## src/rtl/sprite_line_eval.sv

```systemverilog
// Per-scanline sprite evaluator: scans OAM once per line and copies the entries
// that cover line_y into the line sprite buffer, flagging overflow past MAX_PER_LINE.
module sprite_line_eval #(
  parameter int NUM_SPRITES  = 64,
  parameter int MAX_PER_LINE = 8,
  parameter int SPRITE_H     = 16
) (
  input  logic        clk,
  input  logic        reset_n,
  input  logic        line_start,
  input  logic [9:0]  line_y,
  output logic        oam_rd,
  output logic [7:0]  oam_raddr,
  input  logic [31:0] oam_rdata,
  output logic        slot_we,
  output logic [3:0]  slot_idx,
  output logic [31:0] slot_data,
  output logic [3:0]  slot_count,
  output logic        busy,
  output logic        done,
  output logic        overflow,
  output logic [1:0]  dbg_state
);

  // OAM read protocol: oam_rd/oam_raddr issue a read in one cycle and
  // oam_rdata carries that entry in the following cycle; there is no stall.
  typedef enum logic [1:0] {
    IDLE  = 2'd0,
    SCAN  = 2'd1,
    DRAIN = 2'd2,
    DONE  = 2'd3
  } state_t;

  localparam logic [7:0] LAST_ADDR = 8'(NUM_SPRITES - 1);
  localparam logic [3:0] MAX_SLOTS = 4'(MAX_PER_LINE);

  state_t      state_q, state_d;
  logic [7:0]  addr_q, addr_d;
  logic [9:0]  y_q;
  logic        rd_valid_q;
  logic [3:0]  count_q;
  logic        ovf_q;

  logic [10:0] dy;
  logic        hit;
  logic        eval;
  logic        take;
  logic        ovf_hit;

  // Evaluation of the returned entry; a new line_start discards it.
  always_comb begin
    dy      = {1'b0, y_q} - {1'b0, oam_rdata[19:10]};
    hit     = oam_rdata[27] && (y_q >= oam_rdata[19:10]) && (dy < 11'(SPRITE_H));
    eval    = rd_valid_q && ((state_q == SCAN) || (state_q == DRAIN)) && !line_start;
    take    = eval && hit && (count_q < MAX_SLOTS);
    ovf_hit = eval && hit && (count_q >= MAX_SLOTS);
  end

  always_comb begin
    state_d = state_q;
    addr_d  = addr_q;
    case (state_q)
      IDLE: ;
      SCAN: begin
        if (ovf_hit)                state_d = DONE;
        else if (addr_q == LAST_ADDR) state_d = DRAIN;
        else                        addr_d  = addr_q + 8'd1;
      end
      DRAIN: state_d = DONE;
      DONE:  state_d = IDLE;
      default: state_d = IDLE;
    endcase
    if (line_start) begin
      state_d = SCAN;
      addr_d  = 8'd0;
    end
  end

  always_ff @(posedge clk or negedge reset_n) begin
    if (!reset_n) begin
      state_q    <= IDLE;
      addr_q     <= 8'd0;
      y_q        <= 10'd0;
      rd_valid_q <= 1'b0;
      count_q    <= 4'd0;
      ovf_q      <= 1'b0;
    end else begin
      state_q    <= state_d;
      addr_q     <= addr_d;
      rd_valid_q <= oam_rd && !line_start && !ovf_hit;
      if (line_start) begin
        y_q     <= line_y;
        count_q <= 4'd0;
        ovf_q   <= 1'b0;
      end else begin
        if (take)    count_q <= count_q + 4'd1;
        if (ovf_hit) ovf_q   <= 1'b1;
      end
    end
  end

  always_comb begin
    oam_rd     = (state_q == SCAN);
    oam_raddr  = oam_rd ? addr_q : 8'd0;
    slot_we    = take;
    slot_idx   = take ? count_q : 4'd0;
    slot_data  = take ? oam_rdata : 32'd0;
    slot_count = count_q;
    busy       = (state_q == SCAN) || (state_q == DRAIN);
    done       = (state_q == DONE);
    overflow   = ovf_q || ovf_hit;
    dbg_state  = state_q;
  end

endmodule
```

## config.mk

```make
export PLATFORM = sky130hd
export DESIGN_NAME = sprite_line_eval
export DESIGN_NICKNAME = d
export VERILOG_FILES = /design/src/rtl/sprite_line_eval.sv
export SDC_FILE = /design/constraint.sdc
export NUM_CORES = 1
export LEC_CHECK = 0
export BUFFER_PORTS_ARGS = -buffer_cell sky130_fd_sc_hd__clkbuf_2
export CAP_MARGIN = 20
export CORE_MARGIN = 1
export CORE_UTILIZATION = 42
export CTS_CLUSTER_DIAMETER = 120
export DETAILED_ROUTE_END_ITERATION = 8
export PLACE_DENSITY = 0.76
export SETUP_SLACK_MARGIN = 0.2
export SLEW_MARGIN = 10
export SYNTH_ARGS = -nofsm -noshare
export SYNTH_HDL_FRONTEND = slang
export SYNTH_SLANG_ARGS = --single-unit
```

## constraint.sdc

```tcl
create_clock -name clk -period 2.5 [get_ports clk]
set_input_delay 0.25 -clock clk [delete_from_list [all_inputs] [get_ports clk]]
set_output_delay 0.25 -clock clk [all_outputs]
set_load 0.05 [all_outputs]
```

== Word level (Yosys, flattened, before mapping) ==
Cells that the tools add are included.

* Bits of input ports: 45
* Register bits after elaboration: 26
* Word-level logic and storage cells: 54

* Order comparisons: 4
* $add $sub $neg: 3
* Eq/ne operators: 7
* Reduce and logical (&&, ||, !) cells: 19
* Muxes and demuxes: 15

{| class="wikitable"
|+ Operators by type and width
! operator !! count
|-
| two-way mux 8 bit || 5
|-
| two-way mux 32 bit || 1
|-
| two-way mux 4 bit || 3
|-
| less-than comparator 11 x 5 -> 1 bit (second input constant) || 1
|-
| subtractor 10 x 10 -> 11 bit || 1
|-
| greater-or-equal comparator 10 bit || 1
|-
| logical AND 1 bit || 9
|-
| adder 8 x 1 -> 8 bit (second input constant) || 1
|-
| == test 8 x 6 -> 1 bit (second input constant) || 1
|-
| two-way mux 2 bit || 3
|-
| one-hot mux 2 bit (3 select lines) || 1
|-
| nonzero test 2 bit || 3
|-
| adder 4 x 1 -> 4 bit (second input constant) || 1
|-
| == test 2 bit (second input constant) || 2
|-
| greater-or-equal comparator 4 bit (second input constant) || 1
|-
| less-than comparator 4 bit (second input constant) || 1
|-
| != test 2 bit (second input constant) || 2
|-
| != test 4 x 2 -> 1 bit (second input constant) || 1
|-
| nonzero test 4 bit || 1
|-
| AND reduction 3 bit || 1
|-
| == test 2 x 1 -> 1 bit (second input constant) || 1
|-
| logical NOT 1 bit || 2
|-
| logical OR 1 bit || 2
|-
| two-way mux 1 bit || 2
|-
| AND reduction 2 bit || 1
|}

== Depth between registers and ports, before layout ==
Gate-level depths: netlist of the first run.

* Depth in word-level cells: 9
* Mapped depth: 11

== Least setup slack after synthesis of the first run ==
Ideal clock, no wire load.

* Path type: register to output
* From: register state_q[0], in the netlist dbg_state[0]
* To: output slot_data[27]
* Path slack: -1.915 ns
* Path buffers: 0
* Data required time: 2.250 ns
* Data arrival time: 4.165 ns
* Cell stages (with the launch flop): 6
* Path through: dfrtp_1 > inv_1 > ha_1 > nor4bb_1 > o21ai_0 > a2111oi_0

* Word-level cells in the longest chain between the ends: 7
* Elaborated cells between the ends (all ways): 8

{| class="wikitable"
|+ Ends and longest elaborated chain
! element !! line !! RTL
|-
| from (decl) || 37 || <nowiki>state_t state_q, state_d;</nowiki>
|-
| from (signal assigned) || 88 || <nowiki>state_q <= state_d;</nowiki>
|-
| == test 2 x 1 -> 1 bit / == test 2 bit (equally long branches) || 54 || <nowiki>eval = rd_valid_q && ((state_q == SCAN) || (state_q == DRAIN)) && !line_start;</nowiki>
|-
| logical OR 1 bit * || 54 ||
|-
| logical AND 1 bit * (2 in a row) || 54 ||
|-
| logical AND 1 bit * (2 in a row) || 55 || <nowiki>take = eval && hit && (count_q < MAX_SLOTS);</nowiki>
|-
| two-way mux 32 bit * || 107 || <nowiki>slot_data = take ? oam_rdata : 32'd0;</nowiki>
|-
| to (decl) || 17 || <nowiki>output logic [31:0] slot_data,</nowiki>
|}

Every way passes the cells marked *; elsewhere a longest branch is shown, timed or not.

== Worst setup path in the final report of the first run ==
* From: register y_q[6]
* To: output slot_data[18]

* Word-level cells in the longest chain between the ends: 6
* Elaborated cells between the ends (all ways): 8

{| class="wikitable"
|+ Ends and longest elaborated chain
! element !! line !! RTL
|-
| from (decl) || 39 || <nowiki>logic [9:0] y_q;</nowiki>
|-
| from (signal assigned) || 92 || <nowiki>y_q <= line_y;</nowiki>
|-
| subtractor 10 x 10 -> 11 bit / greater-or-equal comparator 10 bit (equally long branches) || 52, 53 ||
|-
| less-than comparator 11 x 5 -> 1 bit / logical AND 1 bit (equally long branches) || 53 || <nowiki>hit = oam_rdata[27] && (y_q >= oam_rdata[19:10]) && (dy < 11'(SPRITE_H));</nowiki>
|-
| logical AND 1 bit * || 53 ||
|-
| logical AND 1 bit * (2 in a row) || 55 ||
|-
| two-way mux 32 bit * || 107 ||
|}

Marks and branches as above.

==> results of run 1 <==
==> stage by stage <==
stage | std cells | TNS [ns] | worst slack (ns) | util
5_1_grt | 405 | -48.30 | -1.12 | 0.890
3_5_place_dp | 375 | -16.63 | -0.425 | 0.627
4_1_cts | 398 | -23.80 | -0.605 | 0.836
6_report | 405 | -42.57 | -1.01 | 0.890
3_3_place_gp | 375 | -13.68 | -0.375 | 0.627
2_1_floorplan | 214 | -5.23 | -0.181 | -
==> layer usage <==
| layer | vias to the layer above | global-route usage | part of all wire |
|---|---|---|---|
| met4 | 0 | 0.224 | 0.082 |
| met1 | 1211 | 0.366 | 0.35 |
| met5 | - | 0 | 0 |
| met3 | 80 | 0.0427 | 0.082 |
| li1 | 1027 | - | - |
| met2 | 239 | 0.575 | 0.48 |
==> cell usage in the layout, fill, tap and decap left out, types with 3 or more instances in the layout <==
cell type / count
and2_1: 9
nor2_1: 8
a2111oi_4: 3
nand3_1: 4
and2_4: 29
buf_4: 31
ha_1: 12
nand2_1: 5
or4_4: 3
buf_8: 11
dfrtp_1: 23
clkbuf_16: 27
o31ai_1: 4
clkbuf_8: 4
mux2_2: 9
buf_6: 15
nor3_1: 4
inv_1: 18
ha_4: 3
clkbuf_2: 61
or4_1: 3
a21oi_2: 5
dfrtp_2: 3
a21oi_1: 4
and2_2: 5
==> cells in the mapped netlist (3+ instances only) <==
master	instances	area, sq um
mux2_2	9	101
or4_1	6	45.0
nor2_1	9	33.8
nand2_1	6	22.5
buf_4	3	22.5
o31ai_1	8	60.1
inv_1	18	67.6
ha_1	16	200
clkbuf_1	6	22.5
dfrtp_1	26	651
and2_1	43	269
nor3_1	4	20.0
a21oi_1	9	45.0
nand3_1	5	25.0
o21ai_0	3	15.0
==> where the power goes <==
group | switching (mW) | total, mW | internal, mW | leakage, nW
Clock | 0.141 | 0.282 | 0.141 | 0.0288
Sequential | 0.0627 | 0.533 | 0.470 | 0.330
Combinational | 0.680 | 1.08 | 0.400 | 1.50
Total | 0.884 | 1.89 | 1.01 | 1.85
==> worst paths after layout <==
path,end,startpoint,depth (start not counted)
max,slot_data[18],y_q[6],10
min,slot_count[0],reset_n,1
max reg2reg,slot_count[1],y_q[6],11
min reg2reg,y_q[8],y_q[8],1
max in group asynchronous,y_q[5],reset_n,1
min in group clk,y_q[0],line_y[0],3
==> flip-flops by register name (all words and copies together) (netlist names) <==
name,flops
rd_valid_q,1
y_q,10
dbg_state,2
slot_count,4
addr_q,8
ovf_q,1
==> area by class of cell <==
type / instances / area, sq um
Clock buffer: 4 / 55.1
Fill cell: 170 / 490
Inverter: 18 / 67.6
Multi-Input combinational cell: 158 / 1520
Sequential cell: 26 / 654
Tap cell: 52 / 65.1
Timing Repair Buffer: 147 / 1590
==> cell families (layout without fill, tap and decap cells) <==
group                      count (synthesis)  in the layout  share of synthesized area
xor gates and xnor gates                   2              2                     0.0127
and+or+nand+nor                           89             89                      0.268
adders and majority gates                 16             16                      0.101
other                                      1              1                    0.00190
DFF                                       26             26                      0.329
muxes                                     11             11                     0.0614
buffers and inverters                     30            169                     0.0677
AOI/OAI and AO/OA                         39             39                      0.158
==> worst reg2reg max path, stage by stage, from the launching register on <==
cell and delay [ns]:
dfrtp_1 0.45, ha_4 0.34, nor4bb_1 0.45, nor3_1 0.17, nor4_2 0.32, o21ai_1 0.18
a2111oi_4 0.36, buf_6 0.21, buf_6 0.14, buf_4 0.11, mux2i_1 0.18, nor2_1 0.07
==> repair_timing <==
| action | CTS | global route |
|---|---|---|
| pin swaps | 29 | 15 |
| buffers inserted | 17 | 4 |
| hold buffers | 0 | 0 |
| resized for setup | 129 | 44 |
| cloned | 2 | 3 |
| setup endpoints to repair | 53 | 53 |
==> impl_metrics.toml, run 1 <==
[sta]
hold_viol_final = 0
fin_crit_sh = 1.40
rsz0062_at_grt = "true"
slew_headroom = 0.527
holdWs_ns = 0.00432
slew_violations = 0
setup_viol = 53
max_freq_ghz = 0.285
finClkSkew_ns = 0.00375
worstMarginPinSlew_ns = 0.710
period_minus_slack_ns = 3.51
fin_ws_ns = -1.01

[clocking]
cts_tree = "built"
cts_max_path_buffers = 2
clk_latency_ns = 0.28
cts_sinks = 26
cts_htree_levels = 1
cts_buffers = 3
clkTransAtPathRegs_ns = 0.09
clock-root-buffer = "clkbuf_8"

[setup_path]
cp_max_fo = 7
crit_slowest_cell = "dfrtp_1"
criticalPathCategory = "reg2out"
crit_chain = "ha_4 > nor4bb_1 > nor3_1 > nor4_2 > o21ai_1 > a2111oi_4 > buf_6 > clkbuf_16 > and2_4 > clkbuf_16"
crit_path_max_incr_delay_ns = 0.45
reg2reg_slack_ns = -0.60
crit_top_cell = "clkbuf_16"
critPathArrivalTime_ns = 3.26
cp-end-kind = "output port"
worst_path_dominant_cell_family = "simple AND/OR/NAND/NOR gates"
path_buf_inv = 3
start_kind = "flip-flop"
worstPathRequired_ns = 2.25

[die]
rows = 24
die_h_microns = 70.6
core_sq_um = 4440
die-area_sq_um = 4990
num_io_pins = 100
initial_core_util = 0.445
fp.dieW_microns = 70.6

[routing]
initialDrtViolationCount = 309
wire_per_inst_microns = 26.8
drc_errors = 18
wirelength_microns = 10800
num_vias = 2557
drt_first_pass_iters = 7
ant_nets = 0
via_per_inst = 6.31

[placement]
placed_cell_area_sq_um = 2790
hpwl_microns = 3910
port_buffers = 98
gp_congestion = 0.864

[hold_path]
holdCritPathClass = "in2async"

[grt]
grt_pass1_wl_microns = 12400
overflow = 0
grt_pass1_vias = 2397
grtUsageTotal = 0.325
grt_max_degree = 30
antenna_found_initial = 0

[logic_synthesis]
synth-edff-count = 0
synth.ff_latch_count = 26
syn_nets = 275
synth_ff_type = "dfrtp_1"
netlist_area_sq_um = 1980
netlist_instances = 214
synth_cell_type_count = 48
ys_seq_area_frac = 0.329
yosys_warnings = 0
syn_area_per_cell_sq_um = 9.24
synthArstFlopShare = 1.00

[cells_and_area]
nets = 415
layout-area-overhead-vs-synth_pct = 100
n_antenna_cell = 0
drive_gt1_frac = 0.669
fin_area_sq_um = 3950

[pwr]
p_per_area_nw_per_um2 = 479
finalPower_mw = 1.89
p_leak_nw = 1.85
peakVddDrop_v = 0.000611

[outcome]
outcome = "complete, but fails checks"
violations = "DRC, setup timing"

[run]
maxCapViolCount = 0
Note: power is estimated with default switching activity, not from simulation.
==> inputs of run 2 (changes only) <==
--- a/config.mk
+++ b/config.mk
@@ -7,7 +7,7 @@
 export LEC_CHECK = 0
 export BUFFER_PORTS_ARGS = -buffer_cell sky130_fd_sc_hd__clkbuf_2
 export CAP_MARGIN = 20
-export CORE_MARGIN = 1
+export CORE_MARGIN = 8
 export CORE_UTILIZATION = 42
 export CTS_CLUSTER_DIAMETER = 120
 export DETAILED_ROUTE_END_ITERATION = 8
==> impl_metrics.toml, run 2 (synthesis results as in run 1) <==
[outcome]
outcome = "complete, but fails checks"
violations = "hold timing, setup timing"

[clocking]
clock-root-buffer = "clkbuf_8"
cts_max_path_buffers = 2
cts_sinks = 26
cts_hold_buf = 0
cts_htree_levels = 1
cts_tree = "built"
clk_latency_ns = 0.28
clkTransAtPathRegs_ns = 0.10
cts_buffers = 3

[routing]
num_vias = 2280
drt_first_pass_iters = 4
wirelength_microns = 8250
initialDrtViolationCount = 110
wire_per_inst_microns = 20.3
ant_nets = 0
drc_errors = 0
via_per_inst = 5.62

[grt]
grt_pass1_vias = 2236
overflow = 0
grtUsageTotal = 0.196
antenna_found_initial = 0
grt_pass1_wl_microns = 11500
grt_max_degree = 30

[pwr]
finalPower_mw = 1.76
peakVddDrop_v = 0.000859
p_per_area_nw_per_um2 = 460
p_leak_nw = 1.80

[sta]
period_minus_slack_ns = 3.22
slew_headroom = 0.534
fin_setup_tns_ns = -30.22
rsz0062_at_grt = "true"
worstMarginPinSlew_ns = 0.699
holdWs_ns = -0.00369
fin_ws_ns = -0.722
setup_viol = 53
finClkSkew_ns = 0.00596
fin_crit_sh = 1.29
slew_violations = 0
hold_viol_final = 3
max_freq_ghz = 0.310

[setup_path]
timing.rr.start = "y_q[5]"
startpoint = "y_q[5]"
criticalPathCategory = "reg2out"
cp-end-kind = "output port"
cp_max_fo = 8
critPathArrivalTime_ns = 2.97
worstPathRequired_ns = 2.25
start_kind = "flip-flop"

[cells_and_area]
layout-area-overhead-vs-synth_pct = 93.9
seq_area_sq_um = 653
fin_area_sq_um = 3830
drive_gt1_frac = 0.656
n_antenna_cell = 0
mostFrequentLayoutCell = "clkbuf_2"
nFillCells = 229
largest_reg_flops = 10
final_cell_mix = "61 x clkbuf_2, 31 x and2_4, 28 x buf_12"
largest-register = "y_q"
multi_input_comb_area_sq_um = 1500
nets = 414

[placement]
placed_cell_area_sq_um = 3220
port_buffers = 98
gp_congestion = 0.817
place_ws_ns = -0.338
hpwl_microns = 4860

[die]
die_h_microns = 84.6
core_sq_um = 4630
initial_core_util = 0.427
num_io_pins = 100
rows = 25
fp.dieW_microns = 84.6
die-area_sq_um = 7160

[hold_path]
holdCritPathClass = "in2async"

[run]
maxCapViolCount = 0
[run 2: cell count changes in the layout (fill, tap and decap cells not counted), sizes merged]
cell	previous run	this run
buf	59	80
clkbuf	92	70
[run 2: final cells by class]
cell class | count | area share
clock buffers | 4 | 0.0144
multi-input cells | 158 | 0.391
flip-flops and latches | 26 | 0.170
repair buffers | 146 | 0.389
well taps | 54 | 0.0176
inverters | 18 | 0.0176
[run 2: path summary, 6_finish.rpt]
| kind | to | slack [ns] | depth (start not counted) |
|---|---|---|---|
| max | slot_idx[0] | -0.72 | 12 |
| min | y_q[7] | -0.004 | 1 |
| max reg2reg | dbg_state[0] | -0.54 | 15 |
| min reg2reg | y_q[1] | 0.54 | 1 |
| max in group asynchronous | dbg_state[1] | 2.01 | 1 |
| min in group clk | y_q[0] | 0.18 | 3 |
[run 2: where the power goes]
group	internal, mW	total [mW]	switching (mW)
registers	0.470	0.525	0.0555
clock network	0.141	0.284	0.143
logic	0.351	0.953	0.601
total	0.962	1.76	0.800
[run 2: routing by layer]
metal,up-vias,track usage,wire length [microns]
li1,1028,-,-
met1,1121,0.210,3060
met2,106,0.366,4490
met3,25,0.0322,391
met4,0,0.0874,307
met5,-,0,0
[run 2: worst max-delay path, stage by stage (launching register included)]
cell and delay, ns:
dfrtp_1 0.42, ha_4 0.19, buf_6 0.11, o21a_1 0.18, nor2_2 0.14, o21bai_1 0.11
a221o_1 0.41, a2111oi_4 0.41, buf_4 0.21, buf_8 0.13, buf_6 0.11, and2_4 0.14
buf_12 0.13
[run 2: per-stage QoR]
stage	cells	utilization
after CTS	392	0.771
final	406	0.828
after global placement	382	0.695
after global routing	406	0.828
after floorplan	214	-
after detailed placement	382	0.695
[run 2: what timing repair did]
action / in CTS / in global routing
endpoints found under the hold margin: 0 / 0
resized for setup: 49 / 49
gates cloned: 1 / 1
pin swaps: 14 / 38
buffers inserted: 5 / 13
setup endpoints to repair: 53 / 53
==> inputs of run 3 (changes only) <==
--- a/config.mk
+++ b/config.mk
@@ -5,13 +5,13 @@
 export SDC_FILE = /design/constraint.sdc
 export NUM_CORES = 1
 export LEC_CHECK = 0
-export BUFFER_PORTS_ARGS = -buffer_cell sky130_fd_sc_hd__clkbuf_2
 export CAP_MARGIN = 20
 export CORE_MARGIN = 8
-export CORE_UTILIZATION = 42
+export CORE_UTILIZATION = 50
 export CTS_CLUSTER_DIAMETER = 120
 export DETAILED_ROUTE_END_ITERATION = 8
-export PLACE_DENSITY = 0.76
+export DONT_BUFFER_PORTS = 1
+export PLACE_DENSITY = 0.66
 export SETUP_SLACK_MARGIN = 0.2
 export SLEW_MARGIN = 10
 export SYNTH_ARGS = -nofsm -noshare
==> impl_metrics.toml, run 3 (synthesis results as in run 1) <==
[pwr]
peakVddDrop_v = 0.000690
p_per_area_nw_per_um2 = 545
finalPower_mw = 1.57
p_leak_nw = 1.29

[cells_and_area]
fin_util = 0.735
fin_area_sq_um = 2880
drive_gt1_frac = 0.467
final_cells = 311
largest-register = "y_q"
layout-area-overhead-vs-synth_pct = 45.6
largest_reg_flops = 10
n_antenna_cell = 0
mostFrequentLayoutCell = "buf_4"
nets = 323
final_cell_mix = "31 x buf_4, 28 x and2_4, 24 x dfrtp_1"

[clocking]
cts_buffers = 3
cts_tree = "built"
clock-root-buffer = "clkbuf_8"
cts_htree_levels = 1
clkTransAtPathRegs_ns = 0.09
clk_latency_ns = 0.27
cts_max_path_buffers = 2
cts_sinks = 26

[die]
fp.dieW_microns = 78.9
rows = 23
die_h_microns = 78.9
core_sq_um = 3910
num_io_pins = 100
die-area_sq_um = 6220
initial_core_util = 0.505

[placement]
hpwl_microns = 4430
place_inst = 290
port_buffers = 0
gp_congestion = 0.861
placed_cell_area_sq_um = 2510
place_ws_ns = -0.230

[sta]
slew_headroom = 0.597
finClkSkew_ns = 0.00644
holdWs_ns = 0.0252
fin_setup_tns_ns = -19.52
fin_ws_ns = -0.498
setup_viol = 50
hold_viol_final = 0
slew_violations = 0
max_freq_ghz = 0.334
worstMarginPinSlew_ns = 0.605
fin_crit_sh = 1.20
period_minus_slack_ns = 3.00
rsz0062_at_grt = "true"

[hold_path]
holdCritPathClass = "in2reg"

[setup_path]
cp-end-kind = "output port"
criticalPathCategory = "reg2out"
start_kind = "flip-flop"
cp_max_fo = 16
worstPathRequired_ns = 2.25
critPathArrivalTime_ns = 2.75

[outcome]
violations = "setup timing"
outcome = "complete, but fails checks"

[grt]
grt_pass1_wl_microns = 9440
grt_pass1_vias = 1864
grt_util_met3 = 0.0564
grt_use_met2 = 0.344
grt-busiest-layer = "met2"
grt_util_met1 = 0.206
overflow = 0
antenna_found_initial = 0
grtUsageTotal = 0.187
grt_max_degree = 31

[routing]
num_vias = 1773
ant_nets = 0
wirelength_microns = 6040
drc_errors = 0
initialDrtViolationCount = 46
wire_per_inst_microns = 19.4
drt_first_pass_iters = 4
via_per_inst = 5.70

[run]
maxCapViolCount = 0
==> run 3: final timing paths <==
kind | from | to | slack (ns) | cells past startpoint
min in group asynchronous | reset_n | y_q[2] | 0.39 | 2
max | y_q[3] | slot_idx[0] | -0.50 | 9
max reg2reg | y_q[3] | slot_count[1] | -0.28 | 13
max in group asynchronous | reset_n | dbg_state[1] | 1.94 | 2
min | line_start | ovf_q | 0.03 | 1
min reg2reg | y_q[7] | y_q[7] | 0.53 | 1
==> run 3: area by class of cell <==
class                           count  area, sq um
Timing Repair Buffer               55          664
Tap cell                           50         62.6
Fill cell                         287         1040
Multi-Input combinational cell    158         1390
Sequential cell                    26          653
Inverter                           18         67.6
Clock buffer                        4         45.0
==> run 3: routing by layer <==
layer / up-vias / share of wire
met4: 0 / 0.0063
met5: - / 0
met2: 82 / 0.51
met1: 843 / 0.40
li1: 843 / -
met3: 5 / 0.082
==> run 3: report_power, final <==
part,switching [mW],internal [mW],leakage (nW)
Clock,0.135,0.114,0.0228
Combinational,0.528,0.279,0.937
Sequential,0.0438,0.470,0.331
==> run 3: worst max-delay path, stage by stage, from the launching register on <==
cell	delay, ns
dfrtp_1	0.39
ha_1	0.31
a21o_1	0.22
nand2_1	0.11
nand3_2	0.09
a221o_1	0.41
a2111oi_4	0.31
buf_6	0.18
buf_12	0.13
and2_2	0.31
==> run 3: timing repair <==
item / in CTS / in global routing
endpoints found under the setup margin: 53 / 53
resized for setup: 14 / 14
cloned: 3 / 0
setup buffers: 8 / 3
hold buffers: 2 / 1
hold endpoints to repair: 26 / 1
pin swaps: 28 / 18
